File: config.mk
export PLATFORM = sky130hd
export DESIGN_NAME = star_spawn_queue
export DESIGN_NICKNAME = d
export VERILOG_FILES = /design/src/rtl/star_pkg.sv /design/src/rtl/star_req_fifo.sv /design/src/rtl/star_spawn_queue.sv
export SDC_FILE = /design/constraint.sdc
export NUM_CORES = 1
export LEC_CHECK = 0
export CAP_MARGIN = 5
export CORE_AREA = 2 2 72 108
export DETAILED_ROUTE_END_ITERATION = 12
export DIE_AREA = 0 0 74 110
export GPL_ROUTABILITY_DRIVEN = 0
export GPL_TIMING_DRIVEN = 1
export PLACE_DENSITY = 0.76
export SLEW_MARGIN = 20
export SYNTH_ARGS = -nofsm -noshare
export SYNTH_HDL_FRONTEND = slang
export SYNTH_SLANG_ARGS = --single-unit
File: constraint.sdc
create_clock -name clk -period 2.87 [get_ports clk]
set_input_delay 0.574 -clock clk [delete_from_list [all_inputs] [get_ports clk]]
set_output_delay 0.574 -clock clk [all_outputs]
set_load 0.1 [all_outputs]
File: src/rtl/star_pkg.sv
// Shared types and constants for the star spawn request path.
// Holds the request struct, LFSR constants and the queue occupancy states.
package star_pkg;

    localparam int          STAR_ID_BITS  = 4;
    localparam int          STAR_X_BITS   = 10;
    localparam logic [15:0] LFSR_MASK     = 16'hB400;
    localparam logic [15:0] LFSR_ZERO_SUB = 16'hACE1;

    typedef struct packed {
        logic [STAR_X_BITS-1:0]  x;
        logic [STAR_ID_BITS-1:0] id;
    } star_req_t;

    typedef enum logic [1:0] {
        Q_EMPTY   = 2'd0,
        Q_PARTIAL = 2'd1,
        Q_FULL    = 2'd2
    } q_state_t;

    // Galois right-shift step; a zero state would lock up, so callers never seed with 0.
    function automatic logic [15:0] lfsr_next(input logic [15:0] s);
        return s[0] ? ((s >> 1) ^ LFSR_MASK) : (s >> 1);
    endfunction

endpackage

File: src/rtl/star_req_fifo.sv
// Small synchronous FIFO of star requests with a registered head entry.
// Caller guarantees push only when not full (or popping) and pop only when valid.
module star_req_fifo
    import star_pkg::*;
#(
    parameter int DEPTH = 4
) (
    input  logic      clk,
    input  logic      resetN,
    input  logic      i_push,
    input  logic      i_pop,
    input  star_req_t i_data,
    output star_req_t o_head,
    output logic      o_valid,
    output logic      o_full
);

    localparam int AW = $clog2(DEPTH);

    star_req_t      r_mem [DEPTH];
    star_req_t      r_head;
    logic [AW-1:0]  r_wr;
    logic [AW-1:0]  r_rd;
    logic [AW:0]    r_cnt;
    q_state_t       r_state;
    q_state_t       w_state_nxt;
    logic [AW:0]    w_cnt_nxt;
    logic [AW:0]    w_cnt_rem;
    logic [AW-1:0]  w_rd_nxt;

    always_comb begin
        w_cnt_rem = r_cnt - (AW+1)'(i_pop);
        w_cnt_nxt = w_cnt_rem + (AW+1)'(i_push);
        w_rd_nxt  = r_rd + AW'(i_pop);
    end

    always_comb begin
        w_state_nxt = r_state;
        case (r_state)
            Q_EMPTY:   if (i_push) w_state_nxt = (w_cnt_nxt == (AW+1)'(DEPTH)) ? Q_FULL : Q_PARTIAL;
            Q_PARTIAL: begin
                if (w_cnt_nxt == (AW+1)'(DEPTH))  w_state_nxt = Q_FULL;
                else if (w_cnt_nxt == '0)         w_state_nxt = Q_EMPTY;
            end
            Q_FULL:    if (i_pop && !i_push) w_state_nxt = Q_PARTIAL;
            default:   w_state_nxt = Q_EMPTY;
        endcase
    end

    always_ff @(posedge clk) begin
        if (!resetN) begin
            r_state <= Q_EMPTY;
            r_cnt   <= '0;
            r_wr    <= '0;
            r_rd    <= '0;
            r_head  <= '0;
        end else begin
            r_state <= w_state_nxt;
            r_cnt   <= w_cnt_nxt;
            r_rd    <= w_rd_nxt;
            if (i_push) r_wr <= r_wr + AW'(1);
            // New head comes from the incoming entry only when nothing older remains.
            if (i_push && w_cnt_rem == '0)
                r_head <= i_data;
            else if (i_pop && w_cnt_rem != '0)
                r_head <= r_mem[w_rd_nxt];
        end
    end

    always_ff @(posedge clk) begin
        if (i_push) r_mem[r_wr] <= i_data;
    end

    assign o_head  = r_head;
    assign o_valid = (r_state != Q_EMPTY);
    assign o_full  = (r_state == Q_FULL);

endmodule

File: src/rtl/star_spawn_queue.sv
// Captures an LFSR-derived X coordinate and sequence ID on each enabled put_star tick.
// Optional saturating drop counter built when STAR_SPAWN_DROP_CNT_EN is defined.
module star_spawn_queue
    import star_pkg::*;
#(
    parameter int          X_BITS = 10,
    parameter int          X_MIN  = 0,
    parameter int          X_MAX  = 639,
    parameter int          DEPTH  = 4,
    parameter logic [15:0] SEED   = 16'h0001
) (
    input  logic              clk,
    input  logic              resetN,
    input  logic              put_star,
    input  logic              enable,
    input  logic              star_ready,
    output logic              star_valid,
    output logic [X_BITS-1:0] star_x,
    output logic [3:0]        star_id,
    output logic              full
`ifdef STAR_SPAWN_DROP_CNT_EN
    ,
    output logic [7:0]        drop_cnt
`endif
);

    localparam int          RANGE     = X_MAX - X_MIN + 1;
    localparam logic [15:0] SEED_EFF  = (SEED == 16'h0000) ? LFSR_ZERO_SUB : SEED;

    logic [15:0]             r_lfsr;
    logic [STAR_ID_BITS-1:0] r_id_ctr;
    logic [X_BITS-1:0]       w_raw;
    logic [X_BITS-1:0]       w_fold;
    logic [X_BITS-1:0]       w_x;
    logic                    w_req;
    logic                    w_pop;
    logic                    w_push;
    star_req_t               w_data;
    star_req_t               w_head;

    // Range fits within one fold because RANGE >= 2^(X_BITS-1).
    always_comb begin
        w_raw  = r_lfsr[X_BITS-1:0];
        w_fold = (w_raw > X_BITS'(X_MAX - X_MIN)) ? (w_raw - X_BITS'(RANGE)) : w_raw;
        w_x    = w_fold + X_BITS'(X_MIN);
        w_data = '{x: STAR_X_BITS'(w_x), id: r_id_ctr};
    end

    assign w_req  = put_star && enable;
    assign w_pop  = star_valid && star_ready;
    assign w_push = w_req && (!full || w_pop);

    always_ff @(posedge clk) begin
        if (!resetN) begin
            r_lfsr   <= SEED_EFF;
            r_id_ctr <= '0;
        end else begin
            r_lfsr <= lfsr_next(r_lfsr);
            if (w_push) r_id_ctr <= r_id_ctr + 1'b1;
        end
    end

`ifdef STAR_SPAWN_DROP_CNT_EN
    logic [7:0] r_drop_cnt;

    always_ff @(posedge clk) begin
        if (!resetN)
            r_drop_cnt <= '0;
        else if (w_req && !w_push && r_drop_cnt != 8'hFF)
            r_drop_cnt <= r_drop_cnt + 8'd1;
    end

    assign drop_cnt = r_drop_cnt;
`endif

    star_req_fifo #(
        .DEPTH (DEPTH)
    ) u_fifo (
        .clk     (clk),
        .resetN  (resetN),
        .i_push  (w_push),
        .i_pop   (w_pop),
        .i_data  (w_data),
        .o_head  (w_head),
        .o_valid (star_valid),
        .o_full  (full)
    );

    assign star_x  = X_BITS'(w_head.x);
    assign star_id = w_head.id;

endmodule

== Yosys cells after proc, flatten, opt, wreduce, memory -nomap -nowiden ==
Memories as Yosys holds them, arrays and structs flattened.
Index checks and enable logic that the tools add are counted.
Cells by class
  $add $sub $neg: 6
  order comparisons: 1
  equality and inequality tests: 6
  multiplexer cells: 12
  bitwise gates (word level): 1
  reduce and logical (&&, ||, !) cells: 17
Operators by type and width (count)
  $mux 14: 3
  $gt 10x10->1 const B: 1
  $mux 10: 1
  $mux 2: 5
  $sub 10x10->10 const B: 1
  $logic_and 1x1->1: 6
  $logic_not 3->1: 2
  $pmux 2 s3: 1
  $add 4x1->4 const B: 1
  $ne 2x1->1 const B: 2
  $not 3->4: 1
  $reduce_bool 2->1: 2
  $add 3x1->3: 1
  $eq 3x3->1 const B: 1
  $ne 3x1->1 const B: 1
  $reduce_and 3->1: 1
  $reduce_bool 3->1: 1
  $sub 3x1->3: 1
  $add 2x1->2: 1
  $add 2x1->2 const B: 1
  $eq 2x1->1 const B: 1
  $eq 2x2->1 const B: 1
  $logic_not 1->1: 2
  $logic_not 2->1: 1
  other kinds (3): 4
Storage, ports and cells
  register bits: 43
  RAM bits: 56
  bits of input ports: 5
  output and inout bits: 16
  word-level logic and storage cells: 53
  memories kept: 1
Memories
  u_fifo.r_mem: words 4, width 14, rd ports 1, clocked after memory_dff 0, wr ports 1, line star_req_fifo.sv:20  | star_req_t r_mem [DEPTH];

== Logic depth before layout (Yosys ltp) ==
  depth in word-level cells: 9
  mapped depth: 11
  mapped depth without buffers: 9

== Hierarchy ==
A second synthesis with hierarchy kept.
Unflattened totals
  cells, all modules: 247
  area, all modules: 3888.7 sq um
Modules (own cells, without submodules)
  star_req_fifo: instances 1, cells an instance 178, area each 3183.1 sq um, sequential area each 2142.1 sq um
  star_spawn_queue: instances 1, cells an instance 69, area each 705.7 sq um, sequential area each 400.4 sq um

== Worst setup path before layout ==
OpenSTA, ideal clock, no wires.
  path type: reg-to-output
  start point: register u_fifo.r_state[1]
  end point: output full
  arrival: 1.747 ns
  data required time: 2.296 ns
  slack: 0.549 ns
  cell stages (with the launch flop): 4
  buffers on the path: 1
  cells stage by stage: dfxtp_1 buf_4 inv_1 nor2_1
On the way
  cells in the longest elaborated chain, start to end: 1
Ends and longest elaborated chain
  start, declared: line star_req_fifo.sv:25  | q_state_t r_state;
  start signal, assigned: line star_req_fifo.sv:58  | r_state <= w_state_nxt;
  $eq 2x2->1: line star_req_fifo.sv:76  | assign o_full = (r_state == Q_FULL);
  end, declared: line star_spawn_queue.sv:20  | output logic full
No other way between the ends.

== Worst setup path in the final report ==
  start point: input star_ready
  end point: register u_fifo.r_head, in the netlist u_fifo.o_head[7]
On the way
  cells in the longest elaborated chain, start to end: 5
  elaborated cells between the ends (all ways): 13
  classes of those cells: add/sub (2); mux (2); reduce/logical (8); memory (1)
Ends and longest elaborated chain
  start, declared: line star_spawn_queue.sv:16  | input logic star_ready,
  $logic_and 1x1->1 (*): line star_spawn_queue.sv:50  | assign w_pop = star_valid && star_ready;
  $add 2x1->2, or another cell as far along: line star_req_fifo.sv:34  | w_rd_nxt = r_rd + AW'(i_pop);
  $mem_v2 4x14, or another cell as far along
  $mux 14, or another cell as far along: line star_req_fifo.sv:65  | else if (i_pop && w_cnt_rem != '0)
  $mux 14 / $reduce_bool 2->1 (equally long branches)
  end signal, assigned: line star_req_fifo.sv:64  | r_head <= i_data;
  end signal, assigned: line star_req_fifo.sv:66  | r_head <= r_mem[w_rd_nxt];
  end, declared: line star_req_fifo.sv:21  | star_req_t r_head;
Every way passes the cells marked *; elsewhere a longest branch is shown, timed or not. The select of a mux whose other input is x is not followed.
A chain may end at the register's enable or synchronous reset.

==> impl_metrics.tcl <==
set metrics [dict create \
    seq_area_um2 2540 \
    io_buffers 20 \
    cts_inserted_buffers 9 \
    nets 336 \
    die-width_um 74 \
    hold_viol_final 0 \
    rsz0062_at_grt "no" \
    p_switching_uw 2300 \
    stdcell_area_um2 4630 \
    multi_input_area_um2 1400 \
    coreArea_um2 7180 \
    synth_cell_types 47 \
    place_area_um2 4450 \
    track_usage 0.210 \
    finalCritPeriodShare 0.846 \
    worstPathMaxFanout 8 \
    endpoint_kind "flip-flop" \
    pwr_density_cell_nw_per_um2 1140 \
    clkTransAtPathRegs_ns 0.09 \
    cts_max_level 3 \
    sw_frac_of_total 0.436 \
    vias 2373 \
    arrival_ns 2.65 \
    antenna_found_initial 0 \
    worst_setup_path_start_kind "input pin" \
    pwr-share-clk 0.156 \
    syn_inst 284 \
    antennaDiodeCount 0 \
    drive_above_1_share 0.252 \
    antenna_left 0 \
    fin_util 0.646 \
    fin_setup_tns_ns 0 \
    status "finished, final reports clean" \
    cts.sinks 99 \
    fp.dieH_um 110 \
    yosysSeqAreaShare 0.620 \
    finalCriticalPeriod_ns 2.43 \
    pre_cts_slack_ns 0.0508 \
    yosys_register_bits 99 \
    maxSlewViolCount 0 \
    power.share.sequential 0.342 \
    holdWs_ns 0.440 \
    max_cap_violations 0 \
    grt_pass1_wl_um 12100 \
    final_common_cell "edfxtp_1" \
    cts_root_buf "clkbuf_8" \
    cts_resized 0 \
    wirelength_um 7750 \
    crit_type "in2reg" \
    drcViolationCount 0 \
    max_freq_ghz 0.412 \
    cts_buffer_depth 2 \
    grt_pass1_vias 2412 \
    power_frac_comb 0.502 \
    place_hpwl_um 5060 \
    syn_area_um2 4100 \
    slew_headroom 0.449 \
    internal_power_uw 2980 \
    viasPerCell 5.57 \
    drtIter0Drc 116 \
    fillers 533 \
    die_area_um2 8140 \
    num_rows 38 \
    setup_viol_count_final 0 \
    grt_start_max_net_pins 26 \
    worstMarginPinSlew_ns 0.826 \
    cp.required_ns 3.09 \
    finClkSkew_ns 0.0101 \
    start_util 0.571 \
    leakagePower_uw 0.00166 \
    clk_latency_ns 0.36 \
    post_cts_buffers 0 \
    syn_nets 299 \
    setup_slack_ns 0.443 \
    area_growth_pct 13.1 \
    wl_per_cell_um 18.2 \
    r2r_setup_slack_ns 0.55 \
    final_cell_mix "edfxtp_1, dfxtp_1, buf_4" \
    cts_hold_buf 0 \
    io_pins 21 \
    avgSynthCellArea_um2 14.4 \
    cts_tree "built" \
    dr.pass1.iters 4 \
    hold_class "reg2reg" \
    gr-total-overflow 0 \
    peakVddDrop_v 0.00115 \
    yosysWarnings 0 \
]
## Yosys cell counts (all sizes together)
master | count | area share
o221a | 1 | 0.0027
xnor2 | 7 | 0.015
buf | 10 | 0.019
nand3 | 10 | 0.012
nor2 | 17 | 0.016
o31a | 1 | 0.0021
nand3b | 1 | 0.0018
xor3 | 1 | 0.0058
or3b | 1 | 0.0021
o32ai | 5 | 0.015
o41ai | 1 | 0.0040
and2 | 17 | 0.026
nor3 | 2 | 0.0024
a21oi | 15 | 0.018
dfxtp | 43 | 0.21
xor2 | 4 | 0.013
a31o | 1 | 0.0021
ha | 10 | 0.031
a32oi | 1 | 0.0021
a21boi | 2 | 0.0037
a211oi | 6 | 0.012
o21a | 2 | 0.0037
clkbuf | 5 | 0.0049
or2 | 1 | 0.0015
nand2 | 4 | 0.0037
nor4 | 1 | 0.0052
nor3b | 1 | 0.0046
inv | 15 | 0.014
nand2b | 1 | 0.0015
a311oi | 8 | 0.022
mux4 | 14 | 0.077
edfxtp | 56 | 0.41
and3 | 6 | 0.0092
nand4 | 1 | 0.0052
nor2b | 1 | 0.0015
o21ai | 12 | 0.019
## registers in the layout (all words and copies together), names as in the netlist
signal	count
u_fifo.r_mem	56
r_id_ctr	4
u_fifo.r_state	2
u_fifo.r_wr	2
u_fifo.o_head	14
r_lfsr	16
u_fifo.r_rd	2
u_fifo.r_cnt	3
## power by group through the flow
| stage | registers [uW] | clock network [uW] | logic [uW] |
|---|---|---|---|
| 2_1_floorplan | 2440 | 0 | 1440 |
| 3_3_place_gp | 1840 | 0 | 2640 |
| 3_5_place_dp | 1840 | 0 | 2670 |
| 4_1_cts | 1810 | 838 | 2680 |
| 5_1_grt | 1830 | 886 | 2810 |
| 6_report | 1810 | 822 | 2650 |
## final cells by class
cell class / count / share of cell area
clock buffer: 13 / 0.0343
clock inverter: 3 / 0.00459
inverter: 15 / 0.0127
multi-input combinational: 155 / 0.302
sequential: 99 / 0.549
tap: 100 / 0.0270
timing repair buffer: 41 / 0.0713
## critical path, stage by stage
cell and delay, ns:
clkdlybuf4s50_1 0.46, o21ai_4 0.10, nor2_1 0.06, ha_1 0.30, inv_1 0.10, o41ai_2 0.34
buf_4 0.17, and2_1 0.38, a311oi_1 0.16
## metal layers
layer | up-vias | wire length [um] | share of wire | track usage
met5 | - | 0 | 0 | 0
met1 | 1178 | 3170 | 0.41 | 0.253
met2 | 45 | 4120 | 0.53 | 0.350
met4 | 0 | 145 | 0.019 | 0.0974
li1 | 1140 | - | - | -
met3 | 10 | 312 | 0.040 | 0.0555
## worst paths after layout
check | from | endpoint | cells past startpoint
worst max-delay path | star_ready | u_fifo.o_head[7] | 9
worst min-delay path | r_lfsr[10] | r_lfsr[9] | 1
worst max register to register | u_fifo.r_state[0] | u_fifo.o_head[7] | 8
worst min register to register | r_lfsr[10] | r_lfsr[9] | 1
## per-stage QoR
stage	instances	total power (uW)
after global routing	426	5530
final	426	5280
after global placement	410	4480
after detailed placement	410	4510
after CTS	426	5320
after floorplan	284	3880
## cells by family (layout without fill, tap and decap cells)
group / Yosys count / after routing / synth area share
DFF: 99 / 99 / 0.620
and+or+nand+nor: 64 / 64 / 0.0925
AOI/OAI and AO/OA: 55 / 55 / 0.107
buffers and inverters: 30 / 72 / 0.0385
muxes: 14 / 14 / 0.0769
xor gates and xnor gates: 12 / 12 / 0.0339
adders and majority gates: 10 / 10 / 0.0305
Note: power is estimated with default switching activity, not from simulation.
==> variant 1, RTL diff (same flow settings) <==
Encoding of `q_state_t`: now one-hot (3 bits for 3 states).
--- a/src/rtl/star_pkg.sv
+++ b/src/rtl/star_pkg.sv
@@ -12,10 +12,10 @@
         logic [STAR_ID_BITS-1:0] id;
     } star_req_t;
 
-    typedef enum logic [1:0] {
-        Q_EMPTY   = 2'd0,
-        Q_PARTIAL = 2'd1,
-        Q_FULL    = 2'd2
+    typedef enum logic [2:0] {
+        Q_EMPTY   = 3'b001,
+        Q_PARTIAL = 3'b010,
+        Q_FULL    = 3'b100
     } q_state_t;
 
     // Galois right-shift step; a zero state would lock up, so callers never seed with 0.
Check against the original RTL: same outputs for any inputs over 10 cycles, from zero or initial values and one cycle with resetN low; not proved beyond that.
==> variant 1 against the unedited design <==
Cell area fell by 1.5%. Clock skew fell by 0.0042 ns. Die area is the same. Routed wire length shrank 8.3%. Setup slack worse by 0.044 ns. First-iteration DRC count grew 35%. Global-route usage is 1.6 points lower. Synthesized area down 0.46%. Register-to-register slack worse by 0.15 ns. Final cell count down 1.2%. Sequential cell count up 1. Critical endpoint is now u_fifo.o_head[4].
Power is not compared: it rests on default switching activity, and its combinational part moved more than twofold at a synthesized area within 25%.
==> variant 1: results (changes against the unedited design) <==
Most flops, register - u_fifo.r_mem (unchanged)
First-pass GRT wire length - 11500 um (was 12100 um)
Count of cell types in the netlist - 45 (was 47)
Max FO, Critical Path - 14 (was 8)
Routed WL per cell - 16.9 um (was 18.2 um)
Post-synthesis sequential area ratio - 62.8% (was 62.0%)
Number of diodes - 0 (unchanged)
Max-slew headroom - 62.7% (was 44.9%)
Layout cell share with drive strength beyond 1 - 22.1% (was 25.2%)
Top_reg_cell synth - edfxtp_1 (unchanged)
Status - finished clean (unchanged)
Maximum vdd drop - 406 uV
Initial antenna violation count - 0 (unchanged)
Pre-antenna DRT Iters - 4 (unchanged)
Lkg Pwr - 1.68 nW
Asr flop ratio synth - 0% (unchanged)
Root Buffer - clkbuf_8 (unchanged)
Pre-CTS setup slack - 0.0477 ns (was 0.0508 ns)
Clk pin slew, worst setup/hold paths - 0.10 ns
Syn Nets - 303 (was 299)
Setup bufs post-CTS - 0 (unchanged)
Post-CTS sizing - 0 (unchanged)
Max Clock Skew - 0.00589 ns (was 0.0101 ns)
PortBufs - 20 (unchanged)
Post-synth EDFFs - 56 (unchanged)
First DRT Iteration DRCs - 157 (was 116)
Fillers - 518 (was 533)
Number of CTS-inserted buffers - 9 (unchanged)
CP delay by family, top - simple AND/OR/NAND/NOR gates (was buffers and inverters)
Area contributors post-synth - edfxtp_1, dfxtp_1, mux4_2 (unchanged)
H-tree depth - 3 (unchanged)
Max Slew Vio Count - 0 (unchanged)
Setup violators final - 0 (unchanged)
Worst Hold Class - flop to flop (unchanged)
Slowest stage cell, crit path - dfxtp_1 (was clkdlybuf4s50_1)
Sw Ratio - 31.0%
Synth cell count leaders - edfxtp_1, dfxtp_1, nand2_1 (was edfxtp_1, dfxtp_1, and2_1, nor2_1, a21oi_1)
Worst-Skew Late Latency - 0.35 ns
Synth warn - 0 (unchanged)
Largest net degree at the start of global routing - 46 (was 26)
Layout Nets - 331 (was 336)
Detail Placement HPWL - 4520 um (was 5060 um)
Largest register FFs - 56 (unchanged)
Maximum buffer depth of the clock tree - 2 (unchanged)
Gr usage total - 19.5% (was 21.0%)
DR vias - 2283 (was 2373)
Max incr delay on CP - 0.48 ns (was 0.46 ns)
-- variant 1: final cells by class --
class	count	share of cell area [%]
Timing Repair Buffer	34	5.81
Sequential cell	100	56.2
Multi-Input combinational cell	163	29.9
Tap cell	100	2.74
Clock inverter	7	1.97
Inverter	8	0.658
Clock buffer	9	2.71
-- variant 1: path summary, 6_finish.rpt --
| path | start | cells past startpoint | endpoint | slack, ns |
|---|---|---|---|---|
| worst max register to register | u_fifo.r_state[0] | 8 | u_fifo.o_head[4] | 0.40 |
| worst min register to register | r_lfsr[10] | 1 | r_lfsr[9] | 0.44 |
| worst min-delay path | r_lfsr[10] | 1 | r_lfsr[9] | 0.44 |
| worst max-delay path | u_fifo.r_state[0] | 8 | u_fifo.o_head[4] | 0.40 |
-- variant 1: kinds of logic after synthesis --
| kind of cell | after synthesis | share of synthesized area (%) |
|---|---|---|
| compound gates | 41 | 7.27 |
| xor+xnor | 10 | 2.52 |
| fa+ha+maj | 10 | 3.07 |
| buf+inv | 25 | 3.80 |
| flops | 100 | 62.8 |
| mux | 16 | 8.22 |
| simple gates | 86 | 12.3 |
-- variant 1: layer usage --
layer	wire length [um]	share of wire [%]	up-vias	track usage [%]
li1	-	-	1120	-
met1	2930	41	1102	22.5
met2	3820	54	51	35.0
met3	244	3.4	10	2.55
met4	114	1.6	0	9.22
met5	0	0	-	0
-- variant 1: power groups by stage --
stage,sequential [mW],combinational [mW],clock (mW)
2_1_floorplan,1.86,0.288,0
3_3_place_gp,1.65,0.633,0
3_5_place_dp,1.65,0.645,0
4_1_cts,1.62,0.647,0.966
5_1_grt,1.63,0.681,1.01
6_report,1.62,0.642,0.936
-- variant 1: per-stage QoR --
step / hold slack [ns] / utilization [%] / instance area [um2] / cells
6_report: 0.439 / 63.6 / 4560 / 421
5_1_grt: 0.459 / 63.6 / 4560 / 421
4_1_cts: 0.446 / 63.6 / 4560 / 421
3_5_place_dp: 0.419 / 60.6 / 4350 / 405
3_3_place_gp: 0.414 / 60.6 / 4350 / 405
2_1_floorplan: 0.412 / - / 4080 / 288
==> variant 2, RTL diff (same flow settings) <==
Made on the original files. `STAR_X_BITS`: 10 -> 5.
--- a/src/rtl/star_pkg.sv
+++ b/src/rtl/star_pkg.sv
@@ -3,7 +3,7 @@
 package star_pkg;
 
     localparam int          STAR_ID_BITS  = 4;
-    localparam int          STAR_X_BITS   = 10;
+    localparam int          STAR_X_BITS   = 5;
     localparam logic [15:0] LFSR_MASK     = 16'hB400;
     localparam logic [15:0] LFSR_ZERO_SUB = 16'hACE1;
 
Function: changed (a bounded check fails within 4 cycles, from zero or initial values and one cycle with resetN low).
==> variant 2 against the unedited design <==
Sequential cell count decreased by 25. Synthesized area decreased by 28%. Utilization decreased by 17 points. Synthesized cell count decreased by 21%. Routed wire length decreased by 34%. Setup slack got worse by 0.034 ns. Largest cell class unchanged. Non-clock buffer count decreased by 16. Clock skew decreased by 0.0042 ns. Global-route usage decreased by 6.5 points. Sequential power decreased by 34%. Cell area decreased by 26%. Final cell count decreased by 16%. Via count decreased by 27%. Total power decreased by 51%.
==> variant 2: results (changes against the unedited design) <==
Status - finished clean (unchanged)
Vias in the first global route - 1713 (was 2412)
Adder-Cell Fraction of Synth Area - 3.81% (was 3.05%)
Largest register FFs - 36 (was 56)
Clk pin slew, worst setup/hold paths - 0.07 ns (was 0.09 ns)
Signal buffers - 25 (was 41)
Max Clock Skew - 0.00592 ns (was 0.0101 ns)
Synth cell count leaders - dfxtp_1, edfxtp_1, inv_1, nand2_1, and2_1 (was edfxtp_1, dfxtp_1, and2_1, nor2_1, a21oi_1)
DR WL met3 - 172 um (was 312 um)
Fillers - 651 (was 533)
Seq area share - 53.6% (was 54.9%)
Post-layout min period - 2.46 ns (was 2.43 ns)
R2R setup slack - 0.63 ns (was 0.55 ns)
Multiplexer area fraction after synthesis - 6.86% (was 7.69%)
PortBufs - 15 (was 20)
Comb power frac - 20.8% (was 50.2%)
Dpl cell area - 3220 um2 (was 4450 um2)
M1 wire length - 2110 um (was 3170 um)
Pre-CTS setup slack - -0.00702 ns (was 0.0508 ns)
Gr usage total - 14.5% (was 21.0%)
Count of cell types in the netlist - 40 (was 47)
Critical path data arrival time - 2.73 ns (was 2.65 ns)
Area of the multi-input gates - 992 um2 (was 1400 um2)
Cells after DPL - 341 (was 410)
Clock Power Share - 33.5% (was 15.6%)
Vias/cell - 4.83 (was 5.57)
Crit path capture - u_fifo.r_state[0] (was u_fifo.o_head[7])
First-pass GRT wire length - 8450 um (was 12100 um)
Layout cell share with drive strength beyond 1 - 19.5% (was 25.2%)
CP delay by family, top - simple AND/OR/NAND/NOR gates (was buffers and inverters)
WL final - 5090 um (was 7750 um)
Area contributors post-synth - edfxtp_1, dfxtp_1, mux4_2 (unchanged)
Lkg Pwr - 1.28 nW (was 1.66 nW)
Detail Placement HPWL - 3590 um (was 5060 um)
Cell Pwr Density - 758 nW/um2 (was 1140 nW/um2)
Comb_multi_in - 125 (was 155)
Inverters - 17 (was 15)
Post-synthesis cell count - 225 (was 284)
Slew at the pin closest to its max-slew limit - 0.999 ns (was 0.826 ns)
Largest net degree at the start of global routing - 27 (was 26)
Post-synthesis sequential area ratio - 62.3% (was 62.0%)
CTS Sinks - 74 (was 99)
Maximum vdd drop - 538 uV (was 1150 uV)
Post-synth EDFFs - 36 (was 56)
First DRT Iteration DRCs - 72 (was 116)
Layout Nets - 266 (was 336)
Synth Area in XOR/XNOR - 4.02% (was 3.39%)
Metal2 WL - 2650 um (was 4120 um)
Reg2reg start - u_fifo.r_state[1] (was u_fifo.r_state[0])
Non-Filler Instances - 357 (was 426)
Clk tree area frac - 6.33% (was 3.89%)
Met1 GRT Util - 17.0% (was 25.3%)
-- variant 2: cell count changes after synthesis, sizes merged, moves of 4 or more --
cell,before,now
nand2,4,17
o32ai,5,0
a211oi,6,2
nand3,10,2
mux4,14,9
a21oi,15,4
a311oi,8,2
o221ai,0,7
o21ai,12,3
nor2,17,13
dfxtp,43,38
edfxtp,56,36
-- variant 2: worst min-delay path by stage --
stage / start / endpoint / slack, ns / cells after the start
5_1_grt: r_lfsr[9] / r_lfsr[8] / 0.46 / 1
3_5_place_dp: r_lfsr[7] / r_lfsr[6] / 0.42 / 1
6_report: r_lfsr[7] / r_lfsr[6] / 0.44 / 1
2_1_floorplan: r_lfsr[12] / r_lfsr[11] / 0.41 / 1
4_1_cts: r_lfsr[7] / r_lfsr[6] / 0.44 / 1
3_3_place_gp: r_lfsr[6] / r_lfsr[5] / 0.42 / 1
